[config.mk]
export PLATFORM = sky130hd
export DESIGN_NAME = jk_bank_arbiter
export DESIGN_NICKNAME = d
export VERILOG_FILES = /design/src/rtl/jk_bank_arbiter.sv
export SDC_FILE = /design/constraint.sdc
export NUM_CORES = 1
export LEC_CHECK = 0
export CORE_MARGIN = 4
export CORE_UTILIZATION = 60
export CTS_CLUSTER_DIAMETER = 30
export CTS_CLUSTER_SIZE = 40
export DETAILED_ROUTE_END_ITERATION = 7
export DONT_BUFFER_PORTS = 1
export GPL_TIMING_DRIVEN = 0
export PLACE_DENSITY = 0.76
export SETUP_SLACK_MARGIN = 0.1
export SYNTH_ARGS = -nofsm -noshare
export SYNTH_HDL_FRONTEND = slang
export SYNTH_SLANG_ARGS = --single-unit
export TNS_END_PERCENT = 5
[constraint.sdc]
create_clock -name clock -period 3.4 [get_ports clock]
set_input_delay 0.68 -clock clock [delete_from_list [all_inputs] [get_ports clock]]
set_output_delay 0.68 -clock clock [all_outputs]
set_load 0.005 [all_outputs]
[src/rtl/jk_bank_arbiter.sv]
// Round-robin arbiter that shares one bank of JK flip-flops among NREQ requesters,
// with an optional ownership lock and a watchdog that frees an abandoned lock.
module jk_bank_arbiter #(
    parameter int NREQ     = 4,
    parameter int WIDTH    = 8,
    parameter int IDXW     = 3,
    parameter int LOCK_TMO = 16
) (
    input  logic                   clock,
    input  logic                   resetn,
    input  logic [NREQ-1:0]        req_valid,
    output logic [NREQ-1:0]        req_ready,
    input  logic [NREQ-1:0]        req_j,
    input  logic [NREQ-1:0]        req_k,
    input  logic [NREQ*IDXW-1:0]   req_idx,
    input  logic [NREQ-1:0]        req_lock,
    output logic [WIDTH-1:0]       q,
    output logic [WIDTH-1:0]       qbar,
    output logic [NREQ-1:0]        done,
    output logic                   err,
    output logic                   lock_timeout,
    output logic [NREQ-1:0]        owner
);
    localparam int PW = (NREQ > 1) ? $clog2(NREQ) : 1;
    localparam int HW = 1 << IDXW;
    localparam logic [HW-1:0] IN_MASK = HW'({WIDTH{1'b1}});

    typedef enum logic [0:0] {ST_IDLE = 1'b0, ST_LOCKED = 1'b1} state_t;

    function automatic logic [PW-1:0] wrap_add(input logic [PW-1:0] a, input int b);
        int s;
        s = int'(a) + b;
        if (s >= NREQ) s = s - NREQ;
        else           s = s;
        return s[PW-1:0];
    endfunction

    function automatic logic jk_next(input logic cur, input logic j, input logic k);
        logic nxt;
        case ({j, k})
            2'b00:   nxt = cur;
            2'b01:   nxt = 1'b0;
            2'b10:   nxt = 1'b1;
            2'b11:   nxt = ~cur;
            default: nxt = cur;
        endcase
        return nxt;
    endfunction

    state_t            r_state;
    logic [PW-1:0]     r_ptr;
    logic [PW-1:0]     r_own_idx;
    logic [NREQ-1:0]   r_owner;
    logic [7:0]        r_cnt;
    logic [WIDTH-1:0]  r_q;
    logic [WIDTH-1:0]  r_qbar;
    logic [NREQ-1:0]   r_done;
    logic              r_err;
    logic              r_tmo;

    logic              w_found;
    logic [PW-1:0]     w_gidx;
    logic [NREQ-1:0]   w_gnt;
    logic              w_locked;
    logic [PW-1:0]     w_sel;
    logic [NREQ-1:0]   w_ready;
    logic              w_xfer;
    logic              w_j;
    logic              w_k;
    logic              w_lock;
    logic [IDXW-1:0]   w_idx;
    logic [HW-1:0]     w_hot;
    logic              w_oob;
    logic [WIDTH-1:0]  w_q_next;

    // Round-robin scan: first valid requester at or after the pointer, with wrap
    always_comb begin
        w_found = 1'b0;
        w_gidx  = '0;
        for (int i = 0; i < NREQ; i++) begin
            if (!w_found && req_valid[wrap_add(r_ptr, i)]) begin
                w_gidx  = wrap_add(r_ptr, i);
                w_found = 1'b1;
            end else begin
                w_found = w_found;
            end
        end
        if (w_found) w_gnt = NREQ'(1'b1) << w_gidx;
        else         w_gnt = '0;
    end

    // Handshake and next bank value; a locked bank only listens to its owner
    always_comb begin
        w_locked = (r_state == ST_LOCKED);
        w_sel    = w_locked ? r_own_idx : w_gidx;
        if (!resetn)       w_ready = '0;
        else if (w_locked) w_ready = req_valid & r_owner;
        else               w_ready = w_gnt;
        w_xfer   = |w_ready;
        w_j      = req_j[w_sel];
        w_k      = req_k[w_sel];
        w_lock   = req_lock[w_sel];
        w_idx    = req_idx[int'(w_sel)*IDXW +: IDXW];
        w_hot    = HW'(1'b1) << w_idx;
        w_oob    = ~|(w_hot & IN_MASK);
        w_q_next = r_q;
        for (int b = 0; b < WIDTH; b++) begin
            if (w_hot[b]) w_q_next[b] = jk_next(r_q[b], w_j, w_k);
            else          w_q_next[b] = r_q[b];
        end
    end

    // Arbitration FSM, watchdog and registered bank/pulse outputs
    always_ff @(posedge clock or negedge resetn) begin
        if (!resetn) begin
            r_state   <= ST_IDLE;
            r_ptr     <= '0;
            r_own_idx <= '0;
            r_owner   <= '0;
            r_cnt     <= 8'd0;
            r_q       <= '0;
            r_qbar    <= '1;
            r_done    <= '0;
            r_err     <= 1'b0;
            r_tmo     <= 1'b0;
        end else begin
            r_done <= '0;
            r_err  <= 1'b0;
            r_tmo  <= 1'b0;
            if (w_xfer) begin
                r_done <= w_ready;
                r_err  <= w_oob;
                r_q    <= w_q_next;
                r_qbar <= ~w_q_next;
                r_ptr  <= wrap_add(w_sel, 1);
                r_cnt  <= 8'd0;
                if (w_lock) begin
                    r_state   <= ST_LOCKED;
                    r_own_idx <= w_sel;
                    r_owner   <= w_ready;
                end else begin
                    r_state   <= ST_IDLE;
                    r_owner   <= '0;
                end
            end else if (w_locked) begin
                // Abandoned lock: release at the edge where the idle count reaches LOCK_TMO
                if (r_cnt == 8'(LOCK_TMO - 1)) begin
                    r_state <= ST_IDLE;
                    r_owner <= '0;
                    r_cnt   <= 8'd0;
                    r_tmo   <= 1'b1;
                    r_ptr   <= wrap_add(r_own_idx, 1);
                end else begin
                    r_cnt   <= r_cnt + 8'd1;
                end
            end else begin
                r_cnt <= 8'd0;
            end
        end
    end

    assign req_ready    = w_ready;
    assign q            = r_q;
    assign qbar         = r_qbar;
    assign done         = r_done;
    assign err          = r_err;
    assign lock_timeout = r_tmo;
    assign owner        = r_owner;

endmodule
# After elaboration in Yosys (flattened, before gate mapping)
# Cells that the tools add are included.
[classes]
addsub = 12
reduce_logical = 14
muxes = 67
multipliers = 1
n_lt_le_gt_ge = 11
n_shift = 3
bitwise_logic = 10
eq_ne = 4
[ops]
columns = ["op", "count"]
rows = [
  ["$mux 4", 8],
  ["$pmux 1 s4", 8],
  ["$mux 2", 14],
  ["$mux 1", 27],
  ["$mux 8", 3],
  ["$ge 3x3->1 const B", 5],
  ["$lt 2x3->1 const B", 5],
  ["$bmux 1 s2", 7],
  ["$shiftx 12x5->3", 1],
  ["$sub 2x1->2 const B", 6],
  ["$add 2x1->3 const B", 3],
  ["$add 8x1->8 const B", 1],
  ["$eq 8x4->1 const B", 1],
  ["$not 1->1", 8],
  ["$not 8->8", 1],
  ["$reduce_or 8->1", 1],
  ["$shl 1x3->8 const A", 1],
  ["$add 2x2->3 const B", 2],
  ["$and 4x4->4", 1],
  ["$eq 2x2->1 const B", 2],
  ["$logic_not 1->1", 4],
  ["$mul 2x2->4 const B", 1],
  ["$reduce_and 2->1", 2],
  ["$reduce_bool 2->1", 2],
  ["6 further kinds", 8],
]
[word_totals]
inputBits = 30
register_bits = 39
word_cells = 132
out_inout_bits = 30

# Depth between registers and ports, before layout
[logic_depth]
depth_word = 21
mapped_depth = 10
mapped_depth_nobuf = 9

# Worst setup path before layout
# No wires, ideal clock.
[synth_path]
path_type = "input to register"
startpoint = "input req_valid[3]"
endpoint = "register r_qbar[0] (netlist: qbar[0])"
path_slack_ps = 775
stages = 9
setup_ps = 62
arrival_time_ps = 2564
cell_sequence = "nor2b_2 -> o21a_1 -> o41ai_2 -> buf_6 -> mux2i_1 -> a21oi_2 -> or3b_4 -> nor3_2 -> a221o_1"
[synth_via]
elab_chain_cells = 19
word_cells_on_any_way = 43
cone_classes = "mul: 1; eq/ne: 3; shift: 3; mux: 26; bitwise: 2; reduce/logical: 8"
[synth_lines]
columns = ["element", "line", "text"]
rows = [
  ["start: declaration", "11", "input logic [NREQ-1:0] req_valid,"],
  ["parallel branches: the longest is 19 deep, another holds $bmux 1 s2", "-", ""],
  ["end signal: assignment", "134", "r_qbar <= ~w_q_next;"],
  ["end: declaration", "56", "logic [WIDTH-1:0] r_qbar;"],
]
# Several ways; the timed one is not identified. The select of a mux whose other input is x is not followed.
# A chain may end at the register's enable or synchronous reset.

# Worst setup path after layout
[layout_path]
startpoint = "register r_ptr[1]"
endpoint = "register r_qbar[0] (netlist: qbar[0])"
[layout_via]
elab_chain_cells = 21
word_cells_on_any_way = 57
cone_classes = "add/sub: 7; mul: 1; order compare: 4; eq/ne: 3; shift: 3; mux: 30; bitwise: 1; reduce/logical: 8"
[layout_lines]
columns = ["element", "line", "text"]
rows = [
  ["start: declaration", "51", "logic [PW-1:0] r_ptr;"],
  ["start signal: assignment", "135", "r_ptr <= wrap_add(w_sel, 1);"],
  ["start signal: assignment", "152", "r_ptr <= wrap_add(r_own_idx, 1);"],
  ["parallel branches: the longest is 21 deep, another holds $add 2x1->3", "-", ""],
]
# Several ways; the timed one is not identified. The select of a mux whose other input is x is not followed.

==> flow_summary.json <==
{
  "status": "finished, final reports clean",
  "arrival_ns": 2.95,
  "ys_seq_area_share_pct": 42.4,
  "max_freq_mhz": 368,
  "core-area_sq_mm": 0.00372,
  "yosysWarnings": 0,
  "antenna_found_initial": 0,
  "hpwl_um": 3770,
  "start_util_pct": 62.6,
  "cts_tree": "done",
  "leakagePower_uw": 0.00105,
  "insertedDiodeCount": 0,
  "ioPinCount": 60,
  "r2r_start": "r_ptr[1]",
  "drive_gt1_share_pct": 16.8,
  "gp_congestion": 0.857,
  "critPathMaxFanout": 10,
  "cts_buffers": 5,
  "synth_seq_cells": 39,
  "fin_skew_ns": 0.00391,
  "grt_use_met2_pct": 34.1,
  "clkSlewWorstSetupHoldPaths_ns": 0.08,
  "cts_setup_buffers": 0,
  "power_density_mw_per_mm2": 1020,
  "cts_hold_buf": 0,
  "synth.distinct_cells": 57,
  "busiest_layer": "met2",
  "fill_cells": 290,
  "crit_type": "reg -> reg",
  "rsz0062_at_grt": "false",
  "netlist_instances": 236,
  "syn_area_sq_mm": 0.00233,
  "grtUsageMet1_pct": 28.3,
  "fin_crit_ns": 2.72,
  "wl_per_cell_um": 17.5,
  "fp-row-count": 22,
  "grt_max_degree": 47,
  "ir_worst_vdd_mv": 0.652,
  "grt_pass1_wl_um": 8470,
  "die_h_um": 70.3,
  "final_hold_viol_count": 0,
  "crit_path_end_kind": "flop",
  "async_flop_share_pct": 100,
  "drt_first_iter_violations": 119,
  "synth_edf_count": 0,
  "track_usage_pct": 21.3,
  "post_cts_resized": 0,
  "synth-compound-area-share_pct": 24.6,
  "htree_levels": 2,
  "cp-start-kind": "flop",
  "finalSetupTns_ns": 0,
  "cts-root-buf": "clkbuf_8",
  "yosys.area_share.simple_pct": 19.0,
  "grt_overflow": 0,
  "io_buffers": 0,
  "clock_latency_ns": 0.29,
  "ys.flop_type": "dfrtp_1",
  "synth_fp_nets": 267,
  "hold_path.class": "in -> async",
  "reg2reg_depth": 9,
  "finalSetupViolCount": 0,
  "grtUsageMet3_pct": 5.90,
  "worstMarginPinSlew_ns": 0.596,
  "slew_headroom_pct": 60.1,
  "max_cap_viol_count": 0,
  "crit_start": "r_ptr[1]",
  "fin_nets": 274,
  "dieArea_sq_mm": 0.00494,
  "slew_viol_final": 0,
  "cts_max_path_buffers": 2,
  "synth_top_family_by_area": "compound AO/OA/AOI/OAI gates",
  "dr.pass1.iters": 4,
  "cts_num_sinks": 39,
  "fin_crit_sh_pct": 80.0,
  "drt.antenna.violating_nets": 0,
  "synthMuxAreaShare_pct": 6.83,
  "route.detailed.drc": 0,
  "grt_pass1_vias": 1751,
  "die_w_um": 70.3,
  "wl_um": 5100,
  "viasPerCell": 6.28,
  "syn_to_final_growth_pct": 7.42,
  "critPathRequiredTime_ns": 3.63,
  "synth_xor_area_share_pct": 3.01,
  "synth_fa_ha_area_share_pct": 0.538,
  "via_count": 1833,
  "holdWs_ns": 0.0754,
  "synth_area_per_cell_sq_um": 9.86
}
## power by group
| part | switching [uW] | leakage (uW) | internal [uW] | total [uW] |
|---|---|---|---|---|
| sequential | 177 | 0.000482 | 670 | 847 |
| clock | 165 | 0.0000581 | 218 | 383 |
| combinational | 770 | 0.000511 | 555 | 1330 |
| total | 1110 | 0.00105 | 1440 | 2560 |
## worst paths after layout
path                                 end  slack (ns)
worst max-delay path             qbar[0]        0.68
worst min-delay path             done[2]        0.08
worst max register to register   qbar[0]        0.68
worst min register to register  r_cnt[0]        0.47
max in group asynchronous        qbar[5]        3.14
min in group clock              r_cnt[0]        0.47
## Yosys cell counts (3+ instances only)
library cell / n / share of area [%]
nor2b_2: 4 / 1.5
o21ai_1: 5 / 1.1
nand2b_1: 3 / 0.81
a221o_1: 9 / 3.9
a211oi_1: 8 / 2.6
o211ai_1: 4 / 1.3
nand4_1: 3 / 0.81
dfrtp_1: 31 / 33
nor2_1: 17 / 2.7
mux2i_1: 11 / 4.7
nor2b_1: 8 / 2.2
a21oi_1: 24 / 5.2
inv_1: 9 / 1.5
buf_2: 3 / 0.64
xnor2_1: 3 / 1.1
dfstp_2: 8 / 9.0
o21ai_0: 7 / 1.5
nand2_1: 16 / 2.6
xor2_1: 5 / 1.9
nand3_1: 4 / 0.86
and3_1: 6 / 1.6
## final cells by class
cell class	instances	area (sq um)	area share (%)
Buffer	8	48.8	1.95
Sequential cell	39	986	39.4
Inverter	9	33.8	1.35
Clock buffer	5	68.8	2.75
Multi-Input combinational cell	180	1260	50.4
Tap cell	48	60.1	2.40
Clock inverter	3	43.8	1.75
## flip-flops by register name, summed over array words and instances, names as in the netlist
register and cells:
done 4, err 1, lock_timeout 1, owner 4, q 8, qbar 8, r_cnt 8, r_own_idx 2
r_ptr 2, r_state 1
## stage by stage
| step | cell area [sq um] | utilization [%] | worst slack, ns | power, uW | std cells |
|---|---|---|---|---|---|
| 4_1_cts | 2500 | 67.3 | 0.694 | 2570 | 292 |
| 3_5_place_dp | 2390 | 64.2 | 0.556 | 2170 | 284 |
| 3_3_place_gp | 2390 | 64.2 | 0.574 | 2140 | 284 |
| 6_report | 2500 | 67.3 | 0.682 | 2560 | 292 |
| 2_1_floorplan | 2330 | - | 0.775 | 1900 | 236 |
| 5_1_grt | 2500 | 67.3 | 0.519 | 2760 | 292 |
## kinds of logic (layout without fill, tap and decap cells)
logic type	after synthesis	count (layout)
AO/OA/AOI/OAI	78	78
XOR/XNOR	8	8
adder cells (fa/ha/maj)	1	1
buffers and inverters	17	25
flip-flops	39	39
multiplexers	15	15
other	1	1
AND/OR/NAND/NOR	77	77
## metal layers
metal,vias up,routed length [um]
li1,891,-
met1,878,2300
met2,60,2470
met3,4,287
met4,0,40
met5,-,0
## placed cells by master, fill, tap and decap left out, drive strengths merged, types with 5 or more instances in the layout
master	n
a221o	9
xor2	5
mux2i	11
nand2	16
a21oi	26
nor2b	12
clkbuf	6
nor2	18
buf	7
dfrtp	31
inv	9
dfstp	8
and3	6
o21ai	12
a211oi	9
## worst max-delay path: stages, from the launching register on
cell	delay, ns
dfrtp_1	0.43
nor2b_2	0.18
o21a_1	0.26
o41ai_2	0.26
buf_6	0.21
mux2i_1	0.38
a21oi_2	0.15
or3b_4	0.43
nor3_2	0.17
a221o_1	0.18
Note: power is estimated with default switching activity, not from simulation.
